## src/rtl/id_stage.sv

```systemverilog
// id_stage: instruction-decode stage feeding the ID/EX pipeline register.
// Holds the 32 x XLEN integer register file, decodes the IF/ID instruction
// into the control bundle and immediate, and reads rs1/rs2 with optional
// write-back bypass. It also raises the load-use stall.
// Optional feature macro: ID_STALL_COUNT_EN adds a saturating stall counter
// on output stall_count_out.
module id_stage #(
    parameter int          XLEN      = 32,
    parameter int          CNT_W     = 16,
    parameter int unsigned WB_BYPASS = 1
) (
    input  logic            clk,
    input  logic            reset_n,
    input  logic            instr_valid,
    input  logic [31:0]     instr_in,
    input  logic [XLEN-1:0] pc_in,
    input  logic            wb_reg_write,
    input  logic [4:0]      wb_rd,
    input  logic [XLEN-1:0] wb_data,
    input  logic            id_ex_mem_read,
    input  logic [4:0]      id_ex_rd,
    output logic [XLEN-1:0] pc_out,
    output logic [XLEN-1:0] rs1_data_out,
    output logic [XLEN-1:0] rs2_data_out,
    output logic [XLEN-1:0] imm_out,
    output logic [4:0]      rs1_out,
    output logic [4:0]      rs2_out,
    output logic [4:0]      rd_out,
    output logic [2:0]      funct3_out,
    output logic [6:0]      funct7_out,
    output logic            reg_write_out,
    output logic            alu_src_out,
    output logic            mem_read_out,
    output logic            mem_write_out,
    output logic            mem_to_reg_out,
    output logic            branch_out,
    output logic [1:0]      alu_op_out,
    output logic            illegal_out,
    output logic            stall_out
`ifdef ID_STALL_COUNT_EN
    ,
    output logic [CNT_W-1:0] stall_count_out
`endif
);

    localparam logic [6:0] OP_R      = 7'b0110011;
    localparam logic [6:0] OP_IALU   = 7'b0010011;
    localparam logic [6:0] OP_LOAD   = 7'b0000011;
    localparam logic [6:0] OP_STORE  = 7'b0100011;
    localparam logic [6:0] OP_BRANCH = 7'b1100011;

    // The immediate builders below assume at least a 13-bit datapath.
    if (XLEN < 13) begin : g_xlen_chk
        $error("id_stage: XLEN must be at least 13");
    end
    if (CNT_W < 1) begin : g_cnt_chk
        $error("id_stage: CNT_W must be at least 1");
    end

    logic [XLEN-1:0] regs_q [32];

    logic [6:0] opcode;
    logic [4:0] rs1_idx;
    logic [4:0] rs2_idx;
    logic       wb_en;

    // Decoded control before gating by instr_valid / reset.
    logic       dec_legal;
    logic       dec_uses_rs2;
    logic       dec_no_rd;
    logic       dec_reg_write;
    logic       dec_alu_src;
    logic [1:0] dec_alu_op;
    logic       dec_mem_read;
    logic       dec_mem_write;
    logic       dec_mem_to_reg;
    logic       dec_branch;
    logic [XLEN-1:0] dec_imm;
    logic       active;
    logic       hazard_rs1;
    logic       hazard_rs2;

    assign opcode  = instr_in[6:0];
    assign rs1_idx = instr_in[19:15];
    assign rs2_idx = instr_in[24:20];
    assign wb_en   = wb_reg_write && (wb_rd != 5'd0);
    assign active  = reset_n && instr_valid;

    // Register file: cleared asynchronously, written on the rising edge; x0 is never stored.
    always_ff @(posedge clk or negedge reset_n) begin
        if (!reset_n) begin
            for (int i = 0; i < 32; i++) begin
                regs_q[i] <= '0;
            end
        end else if (wb_en) begin
            regs_q[wb_rd] <= wb_data;
        end
    end

    // Opcode decode into the control bundle, immediate and register usage.
    always_comb begin
        dec_legal      = 1'b0;
        dec_uses_rs2   = 1'b0;
        dec_no_rd      = 1'b0;
        dec_reg_write  = 1'b0;
        dec_alu_src    = 1'b0;
        dec_alu_op     = 2'b00;
        dec_mem_read   = 1'b0;
        dec_mem_write  = 1'b0;
        dec_mem_to_reg = 1'b0;
        dec_branch     = 1'b0;
        dec_imm        = '0;
        case (opcode)
            OP_R: begin
                dec_legal     = 1'b1;
                dec_uses_rs2  = 1'b1;
                dec_reg_write = 1'b1;
                dec_alu_op    = 2'b10;
            end
            OP_IALU: begin
                dec_legal     = 1'b1;
                dec_reg_write = 1'b1;
                dec_alu_src   = 1'b1;
                dec_alu_op    = 2'b11;
                dec_imm       = {{(XLEN-12){instr_in[31]}}, instr_in[31:20]};
            end
            OP_LOAD: begin
                dec_legal      = 1'b1;
                dec_reg_write  = 1'b1;
                dec_alu_src    = 1'b1;
                dec_mem_read   = 1'b1;
                dec_mem_to_reg = 1'b1;
                dec_imm        = {{(XLEN-12){instr_in[31]}}, instr_in[31:20]};
            end
            OP_STORE: begin
                dec_legal     = 1'b1;
                dec_uses_rs2  = 1'b1;
                dec_no_rd     = 1'b1;
                dec_alu_src   = 1'b1;
                dec_mem_write = 1'b1;
                dec_imm       = {{(XLEN-12){instr_in[31]}}, instr_in[31:25], instr_in[11:7]};
            end
            OP_BRANCH: begin
                dec_legal    = 1'b1;
                dec_uses_rs2 = 1'b1;
                dec_no_rd    = 1'b1;
                dec_alu_op   = 2'b01;
                dec_branch   = 1'b1;
                dec_imm      = {{(XLEN-13){instr_in[31]}}, instr_in[31], instr_in[7],
                                instr_in[30:25], instr_in[11:8], 1'b0};
            end
            default: begin
                dec_legal = 1'b0;
            end
        endcase
    end

    // Output drive: fields pass through; controls are squashed for bubbles and during reset.
    always_comb begin
        pc_out         = pc_in;
        rs1_out        = rs1_idx;
        rs2_out        = rs2_idx;
        rd_out         = dec_no_rd ? 5'd0 : instr_in[11:7];
        funct3_out     = instr_in[14:12];
        funct7_out     = instr_in[31:25];
        imm_out        = dec_imm;
        reg_write_out  = active && dec_reg_write;
        alu_src_out    = active && dec_alu_src;
        alu_op_out     = active ? dec_alu_op : 2'b00;
        mem_read_out   = active && dec_mem_read;
        mem_write_out  = active && dec_mem_write;
        mem_to_reg_out = active && dec_mem_to_reg;
        branch_out     = active && dec_branch;
        illegal_out    = active && !dec_legal;
    end

    // Register reads with write-first bypass; x0 and reset both read as zero.
    always_comb begin
        rs1_data_out = '0;
        rs2_data_out = '0;
        if (reset_n) begin
            if (rs1_idx != 5'd0) begin
                if ((WB_BYPASS != 0) && wb_en && (wb_rd == rs1_idx)) begin
                    rs1_data_out = wb_data;
                end else begin
                    rs1_data_out = regs_q[rs1_idx];
                end
            end
            if (rs2_idx != 5'd0) begin
                if ((WB_BYPASS != 0) && wb_en && (wb_rd == rs2_idx)) begin
                    rs2_data_out = wb_data;
                end else begin
                    rs2_data_out = regs_q[rs2_idx];
                end
            end
        end
    end

    // Load-use hazard: the load in EX targets a register this instruction actually reads.
    always_comb begin
        hazard_rs1 = dec_legal && (id_ex_rd == rs1_idx);
        hazard_rs2 = dec_uses_rs2 && (id_ex_rd == rs2_idx);
        stall_out  = active && id_ex_mem_read && (id_ex_rd != 5'd0) && (hazard_rs1 || hazard_rs2);
    end

`ifdef ID_STALL_COUNT_EN
    logic [CNT_W-1:0] stall_cnt_q;
    logic [CNT_W-1:0] stall_cnt_d;

    // Saturating count of stall cycles.
    always_comb begin
        stall_cnt_d = stall_cnt_q;
        if (stall_out && (stall_cnt_q != {CNT_W{1'b1}})) begin
            stall_cnt_d = stall_cnt_q + 1'b1;
        end
    end

    // Stall counter register.
    always_ff @(posedge clk or negedge reset_n) begin
        if (!reset_n) begin
            stall_cnt_q <= '0;
        end else begin
            stall_cnt_q <= stall_cnt_d;
        end
    end

    assign stall_count_out = stall_cnt_q;
`endif

endmodule

```

## config.mk

```make
export PLATFORM = sky130hd
export DESIGN_NAME = id_stage
export DESIGN_NICKNAME = d
export VERILOG_FILES = /design/src/rtl/id_stage.sv
export SDC_FILE = /design/constraint.sdc
export NUM_CORES = 2
export LEC_CHECK = 0
export BUFFER_PORTS_ARGS = -buffer_cell sky130_fd_sc_hd__buf_4
export CORE_MARGIN = 10
export CORE_UTILIZATION = 58
export DETAILED_ROUTE_END_ITERATION = 10
export PLACE_DENSITY = 0.74
export SYNTH_ARGS = -nofsm -noshare
export SYNTH_HDL_FRONTEND = slang
export SYNTH_SLANG_ARGS = --single-unit
```

## constraint.sdc

```tcl
create_clock -name clk -period 2.8 [get_ports clk]
set_clock_uncertainty 0.15 [all_clocks]
set_input_delay 0.14 -clock clk [delete_from_list [all_inputs] [get_ports clk]]
set_output_delay 0.14 -clock clk [all_outputs]
set_load 0.02 [all_outputs]
```

-- After elaboration in Yosys (flattened, before gate mapping)
Index checks and enable logic that the tools add are counted.
- bits in latches: 0
- output and inout port bits: 163
- bits in read-only memories: 0
- input port bits: 111
- memories kept: 0
- bits in writable memories: 0
- flip-flop bits (word level): 1024
- word-level logic and storage cells: 103
- bitwise operators: 3
- div/mod/pow operators: 0
- equal/unequal tests: 9
- shift-type cells: 0
- $mul: 0
- reductions and logical operators: 28
- $lt $le $gt $ge: 4
- $add $sub $neg: 0
- multiplexer cells: 27
- operators by type and width (operator ; number):
    1024-bit bitwise mux ; 1
    32-bit two-way mux ; 11
    32-bit binary-select mux with 5-bit select ; 2
    32-bit demux with 5-bit select ; 1
    32-bit one-hot mux with 3 select lines ; 1
    5-bit == test ; 4
    5-bit nonzero test ; 4
    6-bit >= comparator, second input constant ; 3
    5-bit inverter with 6-bit output ; 3
    1-bit logical AND ; 16
    7-bit by 6-bit == test with 1-bit output, second input constant ; 2
    3-bit OR reduction ; 3
    1-bit two-way mux ; 8
    7-bit by 2-bit == test with 1-bit output, second input constant ; 1
    7-bit by 5-bit == test with 1-bit output, second input constant ; 1
    7-bit == test, second input constant ; 1
    6-bit by 1-bit < comparator with 1-bit output, second input constant ; 1
    2-bit one-hot mux with 3 select lines ; 1
    5-bit two-way mux ; 1
    5-bit OR reduction ; 1
    2-bit OR reduction ; 2
    2-bit two-way mux ; 1
    1-bit zero test ; 1
    1-bit logical OR ; 1

-- Depth between registers and ports, before layout
- depth in word-level cells: 7
- mapped depth: 9
- gate-level depth less buffers: 5

-- Worst setup path before layout
No wires, ideal clock.
- kind: input-to-output
- start: in instr_in[2]
- end: out imm_out[13]
- cell stages on the path: 5
- buffers on the path: 1
- arrival time: 2.305 ns
- path slack: 0.205 ns
- data required time: 2.510 ns
- path through: nand4bb_1 -> nor3_1 -> nor2_1 -> nor2b_1 -> buf_4
- longest elaborated chain between the ends: 3
- elaborated cells between the ends (all ways): 6
- those cells by class: eq/ne (4); mux (1); reduce/logical (1)
- ends and longest elaborated chain (element ; line ; source):
    start: declaration ; 15 ; input logic [31:0] instr_in,
    7-bit by 2-bit == test with 1-bit output / 7-bit by 5-bit == test with 1-bit output (equally long branches) ; 113 ; case (opcode)
    2-bit OR reduction (no source line) ; n/a ;
    32-bit one-hot mux with 3 select lines * ; 113 ;
    end: declaration ; 25 ; output logic [XLEN-1:0] imm_out,
Mark *: on every way between the ends. The rest lies on a longest branch, timed or not.

-- Worst setup path in the final report
- start: reg regs_q[986] (netlist bit)
- end: out rs1_data_out[26]
- longest elaborated chain between the ends: 6
- ends and longest elaborated chain (element ; line ; source):
    start: declaration ; 60 ; logic [XLEN-1:0] regs_q [32];
    start signal: indexed assignment ; 96 ; regs_q[wb_rd] <= wb_data;
    32-bit binary-select mux with 5-bit select ; 186 ; rs1_data_out = regs_q[rs1_idx];
    32-bit two-way mux (not written as such) (2 in a row) ; 186 ;
    32-bit two-way mux ; 183 ; if ((WB_BYPASS != 0) && wb_en && (wb_rd == rs1_idx)) begin
    32-bit two-way mux ; 182 ; if (rs1_idx != 5'd0) begin
    32-bit two-way mux ; 181 ; if (reset_n) begin
    end: declaration ; 23 ; output logic [XLEN-1:0] rs1_data_out,
Every way passes these cells. The select of a mux whose other input is x is not followed.

==> flow_metrics.py <==
metrics = {
    "run_status": {
        "violations": "negative setup slack",
        "run_status": "finished, violations left",
    },
    "floorplanning": {
        "start_util_pct": 58.6,
        "fp.coreArea_sq_um": 95300,
        "fp-row-count": 113,
        "boundaryPins": 274,
        "die_area_sq_um": 109000,
        "die_h_microns": 330,
        "die_width_microns": 330,
    },
    "worst_setup_path": {
        "critPathMaxStageDelay_ns": 0.45,
        "cp_max_fo": 3,
        "rrSetupSlack_ns": 1.74,
        "cp-end-kind": "primary output",
        "critPathKind": "register to primary output",
        "crit_path_start_kind": "register",
        "slowest_stage": "mux4_2",
        "r2r-start": "regs_q[899]",
        "required_ns": 2.51,
        "cp-startpoint": "regs_q[986]",
        "regToRegEndpoint": "regs_q[899]",
        "crit_arrival_ns": 2.53,
        "worstSetupEndpoint": "rs1_data_out[26]",
        "reg2reg_depth": 2,
        "path_cells": "mux4_2, nor2b_1, a211oi_1, buf_4, a211oi_4, a211o_1, buf_6",
    },
    "clocking": {
        "clockRootBuffer": "clkbuf_16",
        "cts_buffers": 108,
        "clkSlewWorstSetupHoldPaths_ns": 0.07,
        "clk-insertion-delay-late_ns": 0.70,
        "htreeDepth": 3,
        "cts_tree": "done",
        "clk_path_buf_depth": 3,
        "cts_sinks": 1024,
    },
    "layout": {
        "most-common-layout-cells": "1033 x mux2_2, 1024 x dfrtp_1, 384 x mux4_2, 378 x buf_4, 232 x mux2i_1",
        "nets": 4156,
        "final_common_cell": "mux2_2",
        "top_regs": "regs_q x1024",
        "layout-drive-gt1-share_pct": 52.7,
        "largest_register_ff_count": 1024,
        "multiInputGateArea_sq_um": 28300,
        "fin_util_pct": 67.2,
        "register_area_sq_um": 25600,
        "largest-register": "regs_q",
        "syn_to_final_growth_pct": 14.7,
        "design_area_sq_um": 64000,
        "fill_cells": 6689,
    },
    "place": {
        "gp_congestion": 0.886,
        "placed_area_sq_um": 59300,
        "pre_cts_slack_ns": -0.139,
        "io_buffers": 203,
        "dpl.hpwl_mm": 108,
    },
    "routing": {
        "first_pass_iters": 5,
        "vias": 38500,
        "vias_per_cell": 7.13,
        "ant_nets": 0,
        "wl_per_cell_microns": 32.3,
        "dr.first_iter.drc_count": 4031,
        "totalWireLength_mm": 174,
        "drc_errors": 0,
    },
    "timing": {
        "period_share_pct": 101,
        "fmax_mhz": 355,
        "layout_setup_ws_ns": -0.0208,
        "final_max_slew_viol_count": 0,
        "fin_crit_ns": 2.82,
        "slew-limit-headroom_pct": 32.7,
        "worstMarginPinSlew_ns": 1.01,
        "rsz0062_at_grt": "yes",
        "hold_viol": 0,
        "timing.hold.ws_ns": 0.0597,
        "setup_violations": 3,
    },
    "power": {
        "pwr-share-seq_pct": 44.8,
        "pwr-share-comb_pct": 21.0,
        "intPower_mw": 32.1,
        "p_sw_share_pct": 27.3,
        "total_power_mw": 44.1,
        "clockPowerShare_pct": 34.1,
        "p_leak_nw": 28.2,
        "ir_worst_vdd_mv": 0.588,
        "p_switching_mw": 12.0,
        "powerDensity_nw_per_um2": 688,
    },
    "global_route": {
        "antenna_found_initial": 8,
        "gr-total-overflow": 0,
        "track_usage_pct": 31.7,
        "grt_max_degree": 171,
        "grt_first_pass_wirelength_mm": 259,
        "grt_pass1_vias": 39100,
    },
    "synthesis": {
        "synthCells": 3957,
        "netlist_area_sq_um": 55800,
        "synth-seq-cells": 1024,
        "avgSynthCellArea_sq_um": 14.1,
        "ys.flop_type": "dfrtp_1",
        "yosys_warnings": 0,
        "synth_edf_count": 0,
        "async_flop_share_pct": 100,
        "synth_nets": 4068,
        "yosysUniqueCellTypes": 54,
        "seq_area_frac_synth_pct": 45.9,
    },
    "job": {
        "drv_cap": 0,
    },
    "hold_path": {
        "hp-class": "input pin to async pin",
    },
}
## critical path: cells and delay by family, from the launching register on
kind	cells	cell delay (ns)
mux	1	0.45
simple gates	1	0.14
compound gates	3	0.52
buf+inv	2	0.31
flops	1	0.40
## kinds of logic after synthesis
logic type | count (synthesis) | synth area share, %
buf+inv | 522 | 4.58
mux | 1649 | 40.5
simple gates | 220 | 1.98
compound gates | 522 | 6.73
xor+xnor | 20 | 0.314
flops | 1024 | 45.9
## layout make-up
type	instances	area share (%)
multi-input combinational	2411	44.3
sequential	1024	40.0
timing repair buffer	492	7.32
clock buffer	161	5.16
tap	1265	2.47
clock inverter	35	0.682
inverter	8	0.0469
antenna	1	0.00391
## per-layer routing
metal / global-route usage [%] / wire, microns / vias to the layer above
met5: 0 / 54 / -
met3: 8.47 / 18100 / 522
li1: - / - / 15400
met4: 14.1 / 8860 / 12
met2: 48.5 / 79200 / 2157
met1: 42.3 / 68200 / 20400
## synthesized netlist by cell type (2+ instances only)
cell type  instances  share of area, %
mux2_2          1033                21
o21ai_0           66              0.59
o21ai_1           29              0.26
o22ai_1           91               1.0
a221o_1            6              0.11
or2_2              4             0.045
and2_1             5             0.056
nor3_1            43              0.39
nand3b_1           5             0.067
a211o_1           59              0.93
clkbuf_1         246               1.7
or3_1              2             0.022
a22oi_1           31              0.42
xor2_1             7              0.11
buf_4             91               1.2
nor2_1            51              0.34
a2111oi_0         21              0.33
nor3b_1            5             0.067
nand2_1           44              0.30
a32o_1             2             0.036
nor2b_1           42              0.47
buf_2            121               1.1
xnor2_1           13              0.20
a221oi_1          68               1.1
o311a_1            2             0.036
mux4_2           384                15
inv_1              8             0.054
o41ai_1            2             0.031
o221ai_1          32              0.50
a211oi_1          71              0.95
dfrtp_1         1024                46
nand2b_1           4             0.045
buf_6             12              0.24
nand3_1            7             0.063
buf_1             43              0.29
a21oi_1           33              0.30
a21o_1             2             0.027
mux2i_1          232               4.2
## worst min-delay path by stage
| stage | from | to | slack [ns] |
|---|---|---|---|
| after floorplan | reset_n | regs_q[0] | -0.31 |
| after detailed placement | reset_n | regs_q[984] | 0.04 |
| after global routing | reset_n | regs_q[827] | 0.09 |
| after global placement | reset_n | regs_q[1016] | 0.05 |
| final | reset_n | regs_q[827] | 0.06 |
| after CTS | wb_rd[1] | regs_q[493] | 0.03 |
## what timing repair did
| action | CTS | global route |
|---|---|---|
| hold endpoints to repair | 1451 | 0 |
| gates resized for setup | 34 | 74 |
| buffers inserted | 4 | 10 |
| hold buffers | 34 | 0 |
| setup endpoints to repair | 25 | 34 |
| pin swaps | 17 | 47 |
## power by group through the flow
stage / clock network (mW) / registers [mW] / logic, mW
global route: 15.7 / 20.1 / 9.89
finish: 15.0 / 19.8 / 9.26
CTS: 15.2 / 19.6 / 9.07
global placement: 0 / 19.7 / 8.66
detailed placement: 0 / 19.9 / 8.90
floorplan: 0 / 19.1 / 6.83
## through the flow
| stage | instances | TNS [ns] |
|---|---|---|
| global route | 5396 | -0.365 |
| finish | 5397 | -0.0430 |
| detailed placement | 5154 | -0.302 |
| CTS | 5388 | -0.229 |
| global placement | 5154 | -0.267 |
| floorplan | 3957 | 0 |
(Power assumes the default switching activity.)
